`config.mk`:
```
export PLATFORM = sky130hd
export DESIGN_NAME = uart_tx
export DESIGN_NICKNAME = d
export VERILOG_FILES = /design/src/rtl/uart_tx.sv
export SDC_FILE = /design/constraint.sdc
export NUM_CORES = 1
export LEC_CHECK = 0
export ABC_AREA = 1
export CELL_PAD_IN_SITES_DETAIL_PLACEMENT = 1
export CELL_PAD_IN_SITES_GLOBAL_PLACEMENT = 1
export CORE_AREA = 2 2 72 74
export CTS_CLUSTER_DIAMETER = 60
export DETAILED_ROUTE_END_ITERATION = 12
export DIE_AREA = 0 0 74 76
export PLACE_DENSITY = 0.59
export SETUP_SLACK_MARGIN = 0.05
export SKIP_LAST_GASP = 1
export SYNTH_ARGS = -nofsm -noshare
export SYNTH_HDL_FRONTEND = slang
export SYNTH_SLANG_ARGS = --single-unit
```
`constraint.sdc`:
```
create_clock -name CLK -period 2.67 [get_ports CLK]
set_input_delay 0.6675 -clock CLK [delete_from_list [all_inputs] [get_ports CLK]]
set_output_delay 0.6675 -clock CLK [all_outputs]
set_load 0.05 [all_outputs]
```
`src/rtl/uart_tx.sv`:
```
// UART 8N1 transmitter: pulls bytes from the read side of a FIFO and serialises
// them LSB first with one start bit and one stop bit at CLKS_PER_BIT clocks per bit.
module uart_tx #(
    parameter int DATA_WIDTH   = 8,
    parameter int ADDR_WIDTH   = 8,
    parameter int CLKS_PER_BIT = 868
) (
    input  logic                  CLK,
    input  logic                  RST,
    input  logic [ADDR_WIDTH:0]   fifo_count,
    input  logic [DATA_WIDTH-1:0] fifo_r_data,
    output logic                  fifo_r_enable,
    output logic                  txd,
    output logic                  busy
);
    localparam int CNT_W = (CLKS_PER_BIT > 1) ? $clog2(CLKS_PER_BIT) : 1;
    localparam int BIT_W = (DATA_WIDTH > 1) ? $clog2(DATA_WIDTH) : 1;
    localparam logic [CNT_W-1:0] CNT_LAST = CNT_W'(CLKS_PER_BIT - 1);
    localparam logic [BIT_W-1:0] BIT_LAST = BIT_W'(DATA_WIDTH - 1);

    typedef enum logic [2:0] {IDLE, FETCH, LOAD, START, DATA, STOP} state_t;

    state_t                state_q, state_d;
    logic [DATA_WIDTH-1:0] shift_q, shift_d;
    logic [CNT_W-1:0]      cnt_q, cnt_d;
    logic [BIT_W-1:0]      bit_q, bit_d;
    logic                  txd_q, txd_d;
    logic                  rd_en_q, rd_en_d;
    logic                  busy_q, busy_d;
    logic                  bit_done;

    assign bit_done = (cnt_q == CNT_LAST);

    // cnt_d defaults to zero so every state entry and bit boundary restarts the period
    always_comb begin
        state_d = state_q;
        shift_d = shift_q;
        cnt_d   = '0;
        bit_d   = bit_q;
        case (state_q)
            IDLE: begin
                if (fifo_count != '0) state_d = FETCH;
            end
            FETCH: state_d = LOAD;
            LOAD: begin
                shift_d = fifo_r_data;
                state_d = START;
            end
            START: begin
                if (bit_done) begin
                    state_d = DATA;
                    bit_d   = '0;
                end else begin
                    cnt_d = cnt_q + 1'b1;
                end
            end
            DATA: begin
                if (bit_done) begin
                    shift_d = shift_q >> 1;
                    if (bit_q == BIT_LAST) state_d = STOP;
                    else                   bit_d   = bit_q + 1'b1;
                end else begin
                    cnt_d = cnt_q + 1'b1;
                end
            end
            STOP: begin
                if (bit_done) state_d = IDLE;
                else          cnt_d   = cnt_q + 1'b1;
            end
            default: state_d = IDLE;
        endcase

        // Outputs are decoded from the next state so the registered pins line up with it
        rd_en_d = (state_d == FETCH);
        busy_d  = (state_d != IDLE);
        case (state_d)
            START:   txd_d = 1'b0;
            DATA:    txd_d = shift_d[0];
            default: txd_d = 1'b1;
        endcase
    end

    always_ff @(posedge CLK or posedge RST) begin
        if (RST) begin
            state_q <= IDLE;
            shift_q <= '0;
            cnt_q   <= '0;
            bit_q   <= '0;
            txd_q   <= 1'b1;
            rd_en_q <= 1'b0;
            busy_q  <= 1'b0;
        end else begin
            state_q <= state_d;
            shift_q <= shift_d;
            cnt_q   <= cnt_d;
            bit_q   <= bit_d;
            txd_q   <= txd_d;
            rd_en_q <= rd_en_d;
            busy_q  <= busy_d;
        end
    end

    assign fifo_r_enable = rd_en_q;
    assign txd           = txd_q;
    assign busy          = busy_q;
endmodule

```
=== Yosys cells after proc, flatten, opt, wreduce, memory -nomap -nowiden ===
Cells that the tools add are included.

* Flip-flop bits (word level): 27
* Input port bits: 19
* Word-level logic and storage cells: 46

* Add/sub/neg operators: 2
* Eq/ne operators: 13
* Mux-type cells: 15
* Reduce and logical (&&, ||, !) cells: 8

{| class="wikitable"
|+ Operators by type and width
! kind !! count
|-
| $mux W3 || 8
|-
| $mux W10 || 2
|-
| $pmux W3 S6 || 1
|-
| $pmux W8 S2 || 1
|-
| $eq A3 B3 Y1 const B || 4
|-
| $add A10 B1 Y10 const B || 1
|-
| $eq A10 B10 Y1 const B || 1
|-
| $eq A3 B2 Y1 const B || 3
|-
| $reduce_bool A9 Y1 || 1
|-
| $mux W8 || 1
|-
| $eq A3 B1 Y1 const B || 2
|-
| $ne A2 B2 Y1 const B || 3
|-
| $pmux W3 S2 || 1
|-
| $reduce_and A4 Y1 || 1
|-
| $reduce_bool A2 Y1 || 2
|-
| $add A3 B1 Y3 const B || 1
|-
| $logic_not A3 Y1 || 1
|-
| $reduce_bool A3 Y1 || 1
|-
| $reduce_or A3 Y1 || 1
|-
| $pmux W1 S2 || 1
|-
| $reduce_and A2 Y1 || 1
|}

=== Logic depth before layout (Yosys ltp) ===
* Depth in word-level cells: 6
* Depth in mapped cells: 11
* Mapped depth without buffers: 11

=== Worst setup path before layout ===
Ideal clock, no wire load.

* Path kind: input -> register
* From: input port fifo_count[7]
* To: register busy_q (netlist: busy)
* Arrival: 1.337 ns
* Required time: 2.546 ns
* Slack: 1.208 ns
* Cell stages on the path: 9
* Buffers on the path: 0
* Cells stage by stage: nor2_1 > nand2_1 > nor2_1 > nand2_1 > nand2_1 > nand2_1 > clkinv_1 > nand4_2 > or2_1

* Cells in the longest elaborated chain, start to end: 4

{| class="wikitable"
|+ RTL lines
! element !! line !! source
|-
| start, declared || 10 || <nowiki>input logic [ADDR_WIDTH:0] fifo_count,</nowiki>
|-
| $reduce_bool A9 Y1 || 42 || <nowiki>if (fifo_count != '0) state_d = FETCH;</nowiki>
|-
| $mux W3 || 42 ||
|-
| $pmux W3 S6 || 40 || <nowiki>case (state_q)</nowiki>
|-
| $reduce_bool A3 Y1 || 75 || <nowiki>busy_d = (state_d != IDLE);</nowiki>
|-
| named net busy_d || 29 || <nowiki>logic busy_q, busy_d;</nowiki>
|-
| end signal, assigned || 99 || <nowiki>busy_q <= busy_d;</nowiki>
|-
| end, declared || 29 ||
|}

The timed path passes the listed nets, and every way through them passes these cells.
A chain may end at the register's enable or synchronous reset.

=== Worst setup path after layout ===
* From: register txd_q (netlist: txd)
* To: output port txd

{| class="wikitable"
|+ RTL lines
! element !! line !! source
|-
| start, declared || 27 || <nowiki>logic txd_q, txd_d;</nowiki>
|-
| start signal, assigned || 97 || <nowiki>txd_q <= txd_d;</nowiki>
|-
| end, declared || 13 || <nowiki>output logic txd,</nowiki>
|}

No word-level cell between the ends.

==> out/metrics.cfg <==
[run_status]
status=completed

[sta]
finalSetupTns_ns=0
post-route-min-period_ns=2.25
setup_viol=0
hold_viol=0
slew_headroom=0.670
finClkSkew_ns=0.00309
maxSlewViolCount=0
worst_slew_pin_slew_ns=0.493
max_clock_freq_mhz=444
rsz0062_at_grt=false
finalCritPeriodShare=0.844

[global_route]
antenna_found_initial=0
grt_pass1_vias=1384
grt_overflow=0
grt_pass1_wl_um=5870
grt_max_degree=28
grt_usage=0.130

[routing]
drcViolationCount=0
dr.max_layer_used=met4
firstDrtPassIters=4
drt_iter0_drc=44
vias=1237
vias_per_cell=4.51
dr_wl_met3_um=133
routedWlPerCell_um=11.5
wl_met1_um=1330
dr_wl_met2_um=1640
ant_nets=0
wl_um=3160

[setup_path]
arrival_ns=1.59
crit_slowest_cell=clkdlybuf4s50_1
crit_path_start_kind=register
crit_buf_inv=1
critPathCaptureType=output port
critPathMaxFanout=1
worstPathCellList=clkdlybuf4s50_1
required_ns=2.00
path_delay_family=buffers and inverters
crit_type=reg2out
max_stage_delay_ns=0.78

[synthesis]
yosys-top-cells-area=dfrtp_1, nand2_1, nand3_1
synth_top_cell_area_share=0.458
syn_nets=200
synth_cell_types=26
ys_warn_count=0
syn_inst=178
synth_top_area_cell=dfrtp_1
synth_seq_cells=27
syn_area_per_cell_um2=7.99
ys_seq_area_frac=0.476
synth.cell_area_um2=1420

[clock_network]
cts_tree=done
cts-resized-gates=0
cts_buffers=3
clkTransAtPathRegs_ns=0.09
cts_hold_buf=0
ctsRootBufferMaster=clkbuf_8
htree_levels=1
worstSkewPairLatency_ns=0.28
clock-sinks=27
cts_buffer_depth=2
post-cts-setup-buffer-count=0

[die]
core_um2=4910
start_util=0.289
row_count=26
io_pins=22
die_h_um=76
dieArea_um2=5620
die_w_um=74

[layout]
final_common_cell=nand2_1
layout.nets=227
layout_common_cells=nand2_1, dfrtp_1, inv_1, clkdlybuf4s50_1
area_growth_pct=24.6
diodes=0
drive_gt1_frac=0.132

[placement]
io_buffers=21
hpwl_um=2540
gp_congestion=0.770

[power_and_ir_drop]
irDropWorstVdd_uv=243
power.leakage_nw=0.825
p_per_area_nw_per_um2=395
finalPower_w=0.000699

[hold_path]
hp-class=reg2reg

[job]
drv_cap=0

layout make-up:
| type | count | area, µm² |
|---|---|---|
| Sequential cell | 27 | 677 |
| Inverter | 28 | 105 |
| Timing Repair Buffer | 22 | 218 |
| Clock buffer | 4 | 45.0 |
| Fill cell | 584 | 3140 |
| Tap cell | 70 | 87.6 |
| Multi-Input combinational cell | 123 | 639 |
Yosys cell counts:
library cell and count:
nand3_2 1, nand3b_1 1, nand4_1 4, nor2_4 4, nand4_2 1, dfrtp_1 26, xor2_1 1, o21a_1 1
inv_2 5, dfstp_2 1, clkinv_1 1, nor3_1 3, ha_1 3, nand2_1 43, nor2_2 5, a21oi_1 5
nand3_1 18, and2_0 1, nor2_1 18, or2_1 1, o21ai_0 5, inv_1 22, xnor2_1 1, a22o_1 1
nand2_2 5, o21ai_2 1
per-stage QoR:
step	utilization	setup slack [ns]	hold WS (ns)	area [µm²]	std cells
6_report	0.361	0.417	0.496	1770	274
3_3_place_gp	0.352	0.721	0.460	1730	270
5_1_grt	0.361	0.381	0.539	1770	274
2_1_floorplan	-	1.21	0.446	1420	178
4_1_cts	0.361	0.410	0.502	1770	274
3_5_place_dp	0.352	0.633	0.480	1730	270
power breakdown:
group          total [W]  internal, W  switching (W)
Sequential      0.000418     0.000415     0.00000304
Combinational  0.0000444    0.0000282      0.0000163
Clock           0.000237     0.000107       0.000130
Total           0.000699     0.000550       0.000149
state kept, by name, summed over array words and instances, names as in the netlist:
register       cells
state_q            3
bit_q              3
cnt_q             10
fifo_r_enable      1
busy               1
shift_q            8
txd                1
worst paths after layout:
kind,endpoint,depth (start not counted),slack [ns],startpoint
worst max-delay path,txd,1,0.42,txd
worst min-delay path,shift_q[1],2,0.50,shift_q[1]
worst max register to register,shift_q[7],9,1.02,cnt_q[0]
worst min register to register,shift_q[1],2,0.50,shift_q[1]
max in group asynchronous,txd,3,1.62,RST
min in group asynchronous,cnt_q[2],3,0.74,RST
cells by family after synthesis:
family                   count (synthesis)  share of synthesized area
AND/OR/NAND/NOR                        105                      0.358
buffers and inverters                   28                     0.0739
flip-flops                              27                      0.476
AO/OA/AOI/OAI                           13                     0.0528
adder cells (fa/ha/maj)                  3                     0.0264
XOR/XNOR                                 2                     0.0123
layer usage:
layer / global-route usage / up-vias
li1: - / 615
met1: 0.149 / 596
met2: 0.238 / 21
met3: 0.0159 / 5
met4: 0.0491 / 0
met5: 0 / -
No activity file was read; power rests on OpenSTA's default activity.
